<file path="src/rtl/riscv_fetch_pkg.sv">
// Shared types and constants for the instruction-fetch side of the single-cycle datapath.
package riscv_fetch_pkg;

    typedef enum logic [1:0] {
        IDLE,
        RUN,
        FAULT
    } fetch_state_t;

    localparam int unsigned INSTR_WIDTH = 32;
    localparam logic [31:0] PC_STEP = 32'd4;
    localparam logic [INSTR_WIDTH-1:0] NOP_INSTR = 32'h0000_0013;

endpackage

</file>
<file path="src/rtl/fetch_addr_check.sv">
// Flags a byte address that is misaligned or beyond the end of a word-addressed memory.
module fetch_addr_check
    import riscv_fetch_pkg::*;
#(
    parameter int unsigned MEM_WORDS = 32
) (
    input  logic [INSTR_WIDTH-1:0] addr,
    output logic                   illegal
);

    logic [31:0] word_idx;

    assign word_idx = {2'b00, addr[31:2]};

    always_comb begin
        illegal = (addr[1:0] != 2'b00) || (word_idx >= MEM_WORDS);
    end

endmodule

</file>
<file path="src/rtl/instruction_fetch.sv">
// Program counter and fetch sequencing for a memory with one-cycle registered reads;
// pairs each returned word with the address that produced it.
module instruction_fetch
    import riscv_fetch_pkg::*;
#(
    parameter logic [31:0] RESET_PC  = 32'h0000_0000,
    parameter int unsigned MEM_WORDS = 32,
    parameter int unsigned CNT_WIDTH = 16
) (
    input  logic                   clock,
    input  logic                   reset,
    input  logic                   stall,
    input  logic                   redirect,
    input  logic [31:0]            redirectTarget,
    input  logic [INSTR_WIDTH-1:0] memInstr,
    output logic [31:0]            memPC,
    output logic [INSTR_WIDTH-1:0] instrOut,
    output logic [31:0]            pcOut,
    output logic                   instrValid,
    output logic                   fetchFault,
    output logic [31:0]            faultPC,
    output logic [CNT_WIDTH-1:0]   fetchCount
);

    fetch_state_t         state_q, state_d;
    logic [31:0]          pc_q, pc_d;
    logic [31:0]          pc_in_flight_q, pc_in_flight_d;
    logic [31:0]          fault_pc_q, fault_pc_d;
    logic [CNT_WIDTH-1:0] fetch_count_q, fetch_count_d;

    logic issue_illegal;
    logic issue;

    fetch_addr_check #(
        .MEM_WORDS(MEM_WORDS)
    ) u_addr_check (
        .addr   (memPC),
        .illegal(issue_illegal)
    );

    // While stalled in RUN the memory re-reads the held word so instrOut stays stable.
    always_comb begin
        memPC = pc_q;
        if (redirect) begin
            memPC = redirectTarget;
        end else if ((state_q == RUN) && stall) begin
            memPC = pc_in_flight_q;
        end
    end

    always_comb begin
        state_d        = state_q;
        pc_d           = pc_q;
        pc_in_flight_d = pc_in_flight_q;
        fault_pc_d     = fault_pc_q;
        fetch_count_d  = fetch_count_q;

        unique case (state_q)
            IDLE:    issue = 1'b1;
            RUN:     issue = redirect || !stall;
            FAULT:   issue = redirect;
            default: issue = 1'b0;
        endcase

        if (issue) begin
            if (issue_illegal) begin
                state_d    = FAULT;
                fault_pc_d = memPC;
            end else begin
                state_d        = RUN;
                pc_in_flight_d = memPC;
                pc_d           = memPC + PC_STEP;
                fetch_count_d  = fetch_count_q + CNT_WIDTH'(1);
            end
        end
    end

    always_ff @(posedge clock) begin
        if (reset) begin
            state_q        <= IDLE;
            pc_q           <= RESET_PC;
            pc_in_flight_q <= RESET_PC;
            fault_pc_q     <= 32'h0;
            fetch_count_q  <= '0;
        end else begin
            state_q        <= state_d;
            pc_q           <= pc_d;
            pc_in_flight_q <= pc_in_flight_d;
            fault_pc_q     <= fault_pc_d;
            fetch_count_q  <= fetch_count_d;
        end
    end

    assign instrOut   = memInstr;
    assign pcOut      = pc_in_flight_q;
    assign instrValid = (state_q == RUN);
    assign fetchFault = (state_q == FAULT);
    assign faultPC    = fault_pc_q;
    assign fetchCount = fetch_count_q;

endmodule
</file>
<file path="config.mk">
export PLATFORM = sky130hd
export DESIGN_NAME = instruction_fetch
export DESIGN_NICKNAME = d
export VERILOG_FILES = /design/src/rtl/riscv_fetch_pkg.sv /design/src/rtl/fetch_addr_check.sv /design/src/rtl/instruction_fetch.sv
export SDC_FILE = /design/constraint.sdc
export NUM_CORES = 1
export LEC_CHECK = 0
export CAP_MARGIN = 25
export CORE_MARGIN = 1.5
export CORE_UTILIZATION = 47
export DETAILED_ROUTE_END_ITERATION = 10
export PLACE_DENSITY = 0.86
export REMOVE_ABC_BUFFERS = 1
export SETUP_SLACK_MARGIN = 0.02
export SYNTH_ARGS = -nofsm -noshare
export SYNTH_HDL_FRONTEND = slang
export SYNTH_SLANG_ARGS = --single-unit
</file>
<file path="constraint.sdc">
create_clock -name clock -period 5.2 [get_ports clock]
set_clock_uncertainty 0.2 [all_clocks]
set_input_delay 0.78 -clock clock [delete_from_list [all_inputs] [get_ports clock]]
set_output_delay 0.78 -clock clock [all_outputs]
set_load 0.01 [all_outputs]
</file>
Word level (Yosys, flattened, before mapping). Index checks and enable logic that the tools add are counted.

$lt $le $gt $ge: 1. Reduce and logical (&&, ||, !) cells: 8. Divide/modulo/power cells: 0. Bitwise operators: 1. $add $sub $neg: 2. Eq/ne operators: 2. Shift-type cells: 0. Muxes and demuxes: 4. Multipliers: 0.

Operators with widths (number): $mux W32 (2); $add A32 B3 Y32 const B (1); $ge A30 B6 Y1 const B (1); $add A16 B1 Y16 const B (1); $reduce_and A2 Y1 (2); $pmux W1 S3 (1); $eq A2 B1 Y1 const B (1); $eq A2 B2 Y1 const B (1); $logic_not A2 Y1 (1); $logic_or A1 B1 Y1 (2); $mux W2 (1); $reduce_bool A2 Y1 (1); $logic_and A1 B1 Y1 (1); $logic_not A1 Y1 (1); $not A1 Y1 (1).

Bits in latches: 0. Memories: 0. Bits in registers: 114. Memory bits (writable): 0. ROM bits: 0. Output and inout bits: 146.

Logic depth before layout (Yosys ltp). Gate-level depths: netlist of the first run.

Depth in word-level cells: 8. Gate-level depth with buffers: 11.

Cells and area by module. Synthesis of the first run repeated with hierarchy kept, for this count alone.

Cell total of the unflattened synthesis: 732. Area, all modules: 5681.7 sq um.

Modules (own cells, without submodules): instruction_fetch (times used 1, area an instance 5624.1 sq um, cells each 723); fetch_addr_check (times used 1, area an instance 57.6 sq um, cells each 9).

Worst setup path after synthesis of the first run. Ideal clock, no wire load.

Kind: input -> output. Start point: in redirect. End point: out memPC[19]. Required time: 4.220 ns. Data arrival time: 2.200 ns. Cell stages on the path: 7. Slack: 2.020 ns. Cells stage by stage: buf_2 > buf_2 > buf_1 > clkbuf_1 > clkbuf_1 > nand2_1 > o21ai_0.

Word-level cells in the longest chain between the ends: 1.

Ends and longest elaborated chain: from (decl) (RTL line instruction_fetch.sv:13) `input logic redirect,`; $mux W32 (RTL line instruction_fetch.sv:44) `if (redirect) begin`; to (decl) (RTL line instruction_fetch.sv:16) `output logic [31:0] memPC,`.

No other way between the ends.

Final worst setup path of the first run.
Start point: in stall. End point: reg pc_q[2].

Word-level cells in the longest chain between the ends: 7.

Ends and longest elaborated chain: from (decl) (RTL line instruction_fetch.sv:12) `input logic stall,`; $logic_and A1 B1 Y1 (RTL line instruction_fetch.sv:46) `end else if ((state_q == RUN) && stall) begin`; $mux W32 (RTL line instruction_fetch.sv:46); $mux W32 (RTL line instruction_fetch.sv:44); $ge A30 B6 Y1 / $reduce_bool A2 Y1 (equally long branches) (RTL line fetch_addr_check.sv:16) `illegal = (addr[1:0] != 2'b00) || (word_idx >= MEM_WORDS);`; $logic_or A1 B1 Y1 (RTL line fetch_addr_check.sv:16); $not A1 Y1 (no source line); $reduce_and A2 Y1 (no source line); to (signal assigned) (RTL line instruction_fetch.sv:87) `pc_q <= pc_d;`; to (decl) (RTL line instruction_fetch.sv:26) `logic [31:0] pc_q, pc_d;`.

Several ways; a longest one is shown, not always the timed one. A chain may end at the register's enable or synchronous reset.

==> out/metrics.yaml, run 1 <==
status: "completed"
placement.io_buffers: 149
synth_edf_count: 0
cp_slowest_cell: "clkdlybuf4s50_1"
ys_types: 56
grt_max_degree: 62
cts_resized: 0
period_share_pct: 81.05
cp-start-kind: "input pin"
synth_ff_type: "dfxtp_1"
rsz0062_at_grt: "no"
drive_above_1_share_pct: 9.490
die_w_um: 110.1
fillers: 925
cp_slowest_stage_delay_ns: 0.66
worst_pin_slew_ns: 0.8015
intPower_mw: 1.342
powerDensity_nw_per_um2: 259.5
core-area_um2: 11030
post-place-cells: 830
crit_buf_inv: 2
hold_class: "reg2reg"
cts_tree: "built"
cts_root_buf: "clkbuf_16"
synth_mux_area_share_pct: 7.312
vias_per_cell: 5.905
antennaDiodeCount: 0
start_util_pct: 48.87
crit_type: "in2reg"
clk-insertion-delay-late_ns: 0.35
synth_top_family_by_area: "simple AND/OR/NAND/NOR gates"
htree_levels: 3
fmax_ghz: 0.2373
yosys.area_share.adder_pct: 0.6964
vias: 4996
cp_top_family: "simple AND/OR/NAND/NOR gates"
drcViolationCount: 0
clkPwrFrac_pct: 38.1
synth_cells: 611
areaGrowthSynthToFinish_pct: 28.95
cts_hold_buf: 0
fin_crit_ns: 4.215
place.gp.congestion: 0.9130
cts_buffers: 9
p_seq_share_pct: 49.0
hold_viol: 0
power.leakage_nw: 2.609
ys_warn_count: 0
ys_seq_area_share_pct: 41.60
synth_xor_area_share_pct: 0.6500
cts_max_path_buffers: 2
arrival_ns: 4.21
ys_seq_elements: 112
worstPathRequired_ns: 5.20
die_h_um: 110.1
layout.nets: 772
setup_violations: 0
clock_sinks: 112
grt_pass1_wl_mm: 24.91
ant_nets: 0
design_area_um2: 6950
drt_iter0_drc: 275
grt_usage_pct: 26.82
overflow: 0
hold_slack_ns: 0.2682
place_area_um2: 6653
path_cells: "clkdlybuf4s50_1 -> nand3b_4 -> mux2_2 -> a222oi_1 -> and4b_1 -> nand4_4 -> buf_4 -> nor2_1 -> a211oi_1"
end_kind: "register"
ff2ff_setup_slack_ns: 1.50
syn_area_per_cell_um2: 8.822
async_flop_share_pct: 0
pin_count: 214
cp_max_fo: 36
core.rowCount: 38
antenna_found_initial: 0
grt_pass1_vias: 4878
mostFrequentLayoutCell: "clkdlybuf4s50_1"
synth_compound_gate_area_share_pct: 17.20
p_total_mw: 1.803
wire_per_inst_um: 19.14
stdcell_count: 846
dieArea_um2: 12120
drtPass1Iterations: 5
yosys.area_share.simple_pct: 22.59
clk_pin_slew_ns: 0.07
maxSlewHeadroom_pct: 46.56
dpl.hpwl_mm: 11.79
drv_cap: 0
final_cell_mix: "clkdlybuf4s50_1 (147), dfxtp_1 (112), a21oi_1 (56)"
swShare_pct: 25.56
irDropWorstVdd_mv: 0.1662
setup_tns_ns: 0
cts_setup_buffers: 0
syn_area_um2: 5390
drt-total-wl_mm: 16.19
report.final.slew_viol_count: 0
comb_power_share_pct: 13.0
power_switching_mw: 0.4610
-- area by class of cell --
| type | count | area, µm² | area share [%] |
|---|---|---|---|
| multi-input cells | 406 | 2623 | 37.73 |
| flip-flops and latches | 112 | 2242 | 32.26 |
| repair buffers | 161 | 1572 | 22.61 |
| clock inverters | 5 | 45.04 | 0.6481 |
| clock buffers | 11 | 252.7 | 3.636 |
| inverters | 11 | 41.29 | 0.5941 |
| well taps | 140 | 175.2 | 2.520 |
-- logic make-up after synthesis --
kind of cell / Yosys count
fa+ha+maj: 3
mux: 36
xor+xnor: 4
simple gates: 208
buf+inv: 93
flops: 112
compound gates: 155
-- synth_stat cells (7+ instances only) --
cell type	number	area share (%)
clkbuf_1	27	1.9
a21oi_1	56	5.2
or4_1	13	1.8
and2_1	51	5.9
nor2_1	21	1.5
o21ai_0	33	3.1
nand2_1	30	2.1
dfxtp_1	112	42
buf_1	7	0.49
buf_4	36	5.0
nor4_1	13	1.5
o21ai_1	16	1.5
a211oi_1	11	1.5
nor3_1	9	0.84
mux2i_1	12	2.2
o31ai_1	8	1.1
nand3_1	42	3.9
inv_1	11	0.77
mux2_2	23	4.8
-- metal layers --
metal | vias up | part of all wire [%] | global-route usage, %
met3 | 21 | 9.3 | 8.642
li1 | 2351 | - | -
met1 | 2382 | 45 | 36.14
met2 | 240 | 44 | 40.95
met5 | - | 0.17 | 2.679
met4 | 2 | 1.3 | 7.601
-- sequential cells by signal, indices dropped and copies added (netlist names) --
register / cells
fetchCount: 16
pc_q: 32
pcOut: 30
state_q: 2
faultPC: 32
-- final timing paths --
kind                           startpoint  depth (start not counted)                     to
hold reg to reg     pc_q[23]$_SDFFE_PP0P_                          1  pc_q[23]$_SDFFE_PP0P_
hold / removal      pc_q[23]$_SDFFE_PP0P_                          1  pc_q[23]$_SDFFE_PP0P_
setup reg to reg  state_q[0]$_SDFFE_PP0P_                          8   pc_q[2]$_SDFFE_PP0P_
setup / recovery                    stall                          9   pc_q[2]$_SDFFE_PP0P_
-- stage by stage --
stage	setup WS [ns]	utilization (%)
floorplan	1.302	-
finish	0.9854	63.01
global route	0.7766	63.01
global placement	0.8227	60.31
CTS	1.008	63.01
detailed placement	0.6561	60.31
-- power groups by stage --
stage,clock (mW),combinational (mW),sequential [mW]
after floorplan,0,0.0904,0.908
after global placement,0,0.226,0.902
final,0.686,0.234,0.883
after CTS,0.697,0.233,0.883
after global routing,0.731,0.250,0.885
after detailed placement,0,0.231,0.903
No activity file was read; power rests on OpenSTA's default activity.
==> run 2: changes to the inputs <==
CORE_UTILIZATION = 40   (was 47)
PLACE_DENSITY = 0.78   (was 0.86)
clock period = 3.4 ns   (was 5.2 ns; I/O delays follow)
==> out/metrics.yaml, run 2 (synthesis results as in run 1) <==
status: "completed"
grt_usage_pct: 23.93
cp_top_family: "buffers and inverters"
fmax_ghz: 0.3155
crit_buf_inv: 4
cpMostUsedCell: "buf_4"
hold_viol: 0
grt_pass1_vias: 4872
cp_slowest_cell: "clkdlybuf4s50_1"
worst_pin_slew_ns: 0.6844
placement.io_buffers: 149
grt_max_degree: 62
regArea_um2: 2243
dieArea_um2: 14180
start_util_pct: 40.87
core-area_um2: 13190
reg2regPathDepth: 9
dpl.hpwl_mm: 13.09
htree_levels: 3
fillers: 1112
drt-total-wl_mm: 17.47
core.rowCount: 42
power.leakage_nw: 2.801
place.gp.congestion: 0.9259
r2r-end: "pc_q[2]$_SDFFE_PP0P_"
cts_tree: "built"
cts_max_path_buffers: 2
clk-insertion-delay-late_ns: 0.36
wire_per_inst_um: 19.05
rsz0062_at_grt: "no"
layout.nets: 806
final_cell_mix: "clkdlybuf4s50_1 (145), dfxtp_1 (111), a21oi_1 (56)"
vias_per_cell: 5.656
setup_violations: 0
setup_tns_ns: 0
powerDensity_nw_per_um2: 385.7
die_h_um: 119.1
cp_slowest_stage_delay_ns: 0.58
hold_class: "in2reg"
report.final.slew_viol_count: 0
die_w_um: 119.1
p_total_mw: 2.812
grt_pass1_wl_mm: 26.58
drv_cap: 0
worstPathRequired_ns: 2.69
period_share_pct: 93.22
path_cells: "nand3b_4 -> buf_4 -> buf_4 -> buf_4 -> mux2i_1 -> o21ai_1 -> clkdlybuf4s50_1"
cts_setup_buffers: 0
ant_nets: 0
startpoint: "state_q[0]$_SDFFE_PP0P_"
cp_max_fo: 10
maxSlewHeadroom_pct: 53.19
clk_pin_slew_ns: 0.08
crit_type: "reg2out"
drcViolationCount: 0
end_kind: "primary output"
pin_count: 214
cts_root_buf: "clkbuf_16"
ff2ff_setup_slack_ns: 0.27
irDropWorstVdd_mv: 0.2403
antenna_found_initial: 1
reg2reg_from: "state_q[0]$_SDFFE_PP0P_"
drtPass1Iterations: 5
crit_path_end: "memPC[28]"
vias: 5187
cp.depth: 7
fin_crit_ns: 3.169
arrival_ns: 2.46
mostFrequentLayoutCell: "clkdlybuf4s50_1"
areaGrowthSynthToFinish_pct: 35.26
drive_above_1_share_pct: 13.92
multi_input_area_um2: 2633
cts_buffers: 9
drt_iter0_drc: 409
clock_sinks: 112
cp-start-kind: "register"
overflow: 0
==> run 2: per-stage QoR <==
| stage | hold slack [ns] | setup slack, ns | instances | instance area (µm²) | util [%] |
|---|---|---|---|---|---|
| 6_report | 0.2498 | 0.2306 | 917 | 7291 | 55.27 |
| 5_1_grt | 0.2847 | 0.1364 | 917 | 7291 | 55.27 |
| 4_1_cts | 0.2566 | 0.03095 | 916 | 7272 | 55.13 |
| 3_5_place_dp | 0.2492 | -0.1984 | 900 | 6978 | 52.90 |
| 3_3_place_gp | 0.2458 | -0.1257 | 900 | 6978 | 52.90 |
| 2_1_floorplan | 0.2307 | -0.2472 | 529 | 4895 | - |
==> run 2: final cells by class <==
| cell class | instances | share of cell area, % |
|---|---|---|
| diodes | 1 | 0.03432 |
| well taps | 176 | 3.020 |
| clock inverters | 6 | 0.8924 |
| repair buffers | 195 | 25.47 |
| flip-flops and latches | 112 | 30.77 |
| inverters | 11 | 0.5663 |
| multi-input cells | 406 | 36.11 |
| clock buffers | 10 | 3.141 |
==> run 2: repair_timing <==
item,4_1_cts,5_1_grt
endpoints found under the setup margin,4,13
endpoints found under the hold margin,0,0
hold buffers,0,0
resized for setup,4,5
==> run 2: where the power goes <==
part / internal [mW] / leakage [nW] / total (mW) / switching, mW
clock network: 0.575 / 0.143 / 1.07 / 0.497
logic: 0.189 / 1.75 / 0.388 / 0.198
registers: 1.33 / 0.907 / 1.35 / 0.0171
==> run 2: worst min-delay path by stage <==
stage	cells past startpoint	to	startpoint
6_report	2	fetchCount[10]$_SDFFE_PP0P_	reset
3_5_place_dp	1	pc_q[23]$_SDFFE_PP0P_	pc_q[23]$_SDFFE_PP0P_
4_1_cts	2	fetchCount[10]$_SDFFE_PP0P_	reset
3_3_place_gp	1	pc_q[23]$_SDFFE_PP0P_	pc_q[23]$_SDFFE_PP0P_
5_1_grt	1	pc_q[23]$_SDFFE_PP0P_	pc_q[23]$_SDFFE_PP0P_
2_1_floorplan	1	pc_q[23]$_SDFFE_PP0P_	pc_q[23]$_SDFFE_PP0P_
==> run 2: per-layer routing <==
layer	up-vias	track usage, %	wire, µm
li1	2428	-	-
met1	2474	31.24	7661
met2	250	35.66	7853
met3	33	9.387	1587
met4	2	8.434	323
met5	-	2.206	40
==> run 3: changes to the inputs <==
SETUP_SLACK_MARGIN = 0.05   (was 0.02)
==> out/metrics.yaml, run 3 (synthesis results as in run 1) <==
core-area_um2: 13190
drive_above_1_share_pct: 13.92
drv_cap: 0
pin_count: 214
setup_violations: 0
grt_pass1_vias: 4874
end_kind: "primary output"
fmax_ghz: 0.3172
fin_crit_ns: 3.152
status: "completed"
p_seq_share_pct: 48.1
intPower_mw: 2.099
die_w_um: 119.1
vias_per_cell: 5.630
post-place-cells: 900
areaGrowthSynthToFinish_pct: 35.24
power.leakage_nw: 2.805
cp-start-kind: "register"
cts_tree: "built"
drtPass1Iterations: 5
dieArea_um2: 14180
clk-insertion-delay-late_ns: 0.36
regArea_um2: 2243
start_util_pct: 40.87
grt_pass1_wl_mm: 26.59
crit_type: "reg2out"
design_area_um2: 7289
cts_root_buf: "clkbuf_16"
vias: 5163
antenna_found_initial: 1
grt_max_degree: 62
drt-total-wl_mm: 17.45
clk_pin_slew_ns: 0.08
rsz0062_at_grt: "no"
die_h_um: 119.1
layout.nets: 806
comb_power_share_pct: 13.8
setup_tns_ns: 0
grt_usage_pct: 23.94
swShare_pct: 25.34
placement.io_buffers: 149
hold_viol: 0
drcViolationCount: 0
drt_iter0_drc: 416
report.final.slew_viol_count: 0
mostFrequentLayoutCell: "clkdlybuf4s50_1"
fillers: 1111
worst_pin_slew_ns: 0.7018
p_total_mw: 2.811
overflow: 0
irDropWorstVdd_mv: 0.2402
clkPwrFrac_pct: 38.1
cts_max_path_buffers: 2
cp_max_fo: 10
dpl.hpwl_mm: 13.09
place_area_um2: 6978
wire_per_inst_um: 19.03
arrival_ns: 2.44
multi_input_area_um2: 2633
cts_hold_buf: 0
worstPathRequired_ns: 2.69
final_cell_mix: "clkdlybuf4s50_1 (144), dfxtp_1 (111), a21oi_1 (56)"
htree_levels: 3
maxSlewHeadroom_pct: 52.01
period_share_pct: 92.71
ant_nets: 0
core.rowCount: 42
stdcell_count: 917
powerDensity_nw_per_um2: 385.7
hold_class: "in2reg"
clock_sinks: 112
power_switching_mw: 0.7125
cts_buffers: 9
place.gp.congestion: 0.9259
==> run 3: cell count changes in the layout (fill, tap and decap cells not counted), sizes merged <==
cell           change
clkdlybuf4s50      -1
dlygate4sd2        +1
==> run 3: area by class of cell <==
cell class / instances / area share, %
antenna: 1 / 0.03433
timing repair buffer: 195 / 25.45
sequential: 112 / 30.78
multi-input combinational: 406 / 36.11
clock inverter: 6 / 0.8926
clock buffer: 10 / 3.141
inverter: 11 / 0.5664
tap: 176 / 3.021
==> run 3: repair_timing <==
action,in CTS,in global routing
endpoints found under the setup margin,4,15
buffers inserted,0,0
gates resized for setup,5,5
==> run 3: critical path, cell delays in order (launching register included) <==
cell	delay, ns
dfxtp_1	0.49
nand3b_4	0.20
buf_4	0.21
buf_4	0.13
buf_4	0.15
mux2i_1	0.12
o21ai_1	0.20
clkdlybuf4s50_1	0.59
==> run 3: power groups by stage <==
stage                     clock [mW]  combinational [mW]  sequential [mW]
final                           1.07               0.387             1.35
after global placement             0               0.376             1.38
after detailed placement           0               0.384             1.38
after floorplan                    0               0.138             1.39
after global routing            1.13               0.415             1.35
after CTS                       1.08               0.386             1.35
==> run 3: worst paths after layout <==
| kind | from | endpoint | slack (ns) | cells past startpoint |
|---|---|---|---|---|
| max | state_q[0]$_SDFFE_PP0P_ | memPC[29] | 0.25 | 7 |
| max reg2reg | state_q[0]$_SDFFE_PP0P_ | pc_q[2]$_SDFFE_PP0P_ | 0.27 | 9 |
| min | reset | fetchCount[10]$_SDFFE_PP0P_ | 0.25 | 2 |
| min reg2reg | pc_q[23]$_SDFFE_PP0P_ | pc_q[23]$_SDFFE_PP0P_ | 0.27 | 1 |
==> run 3: routing by layer <==
| metal | vias to the layer above | routed length, µm | track usage, % |
|---|---|---|---|
| met5 | - | 40 | 2.206 |
| met4 | 2 | 323 | 8.434 |
| met3 | 33 | 1608 | 9.387 |
| met2 | 249 | 7851 | 35.69 |
| met1 | 2454 | 7622 | 31.24 |
| li1 | 2425 | - | - |
==> run 3: metrics by stage <==
stage / util (%) / hold WS (ns) / setup slack (ns)
2_1_floorplan: - / 0.2307 / -0.2472
3_3_place_gp: 52.90 / 0.2458 / -0.1257
3_5_place_dp: 52.90 / 0.2492 / -0.1984
4_1_cts: 55.12 / 0.2566 / 0.03192
5_1_grt: 55.26 / 0.2847 / 0.1364
6_report: 55.26 / 0.2503 / 0.2478
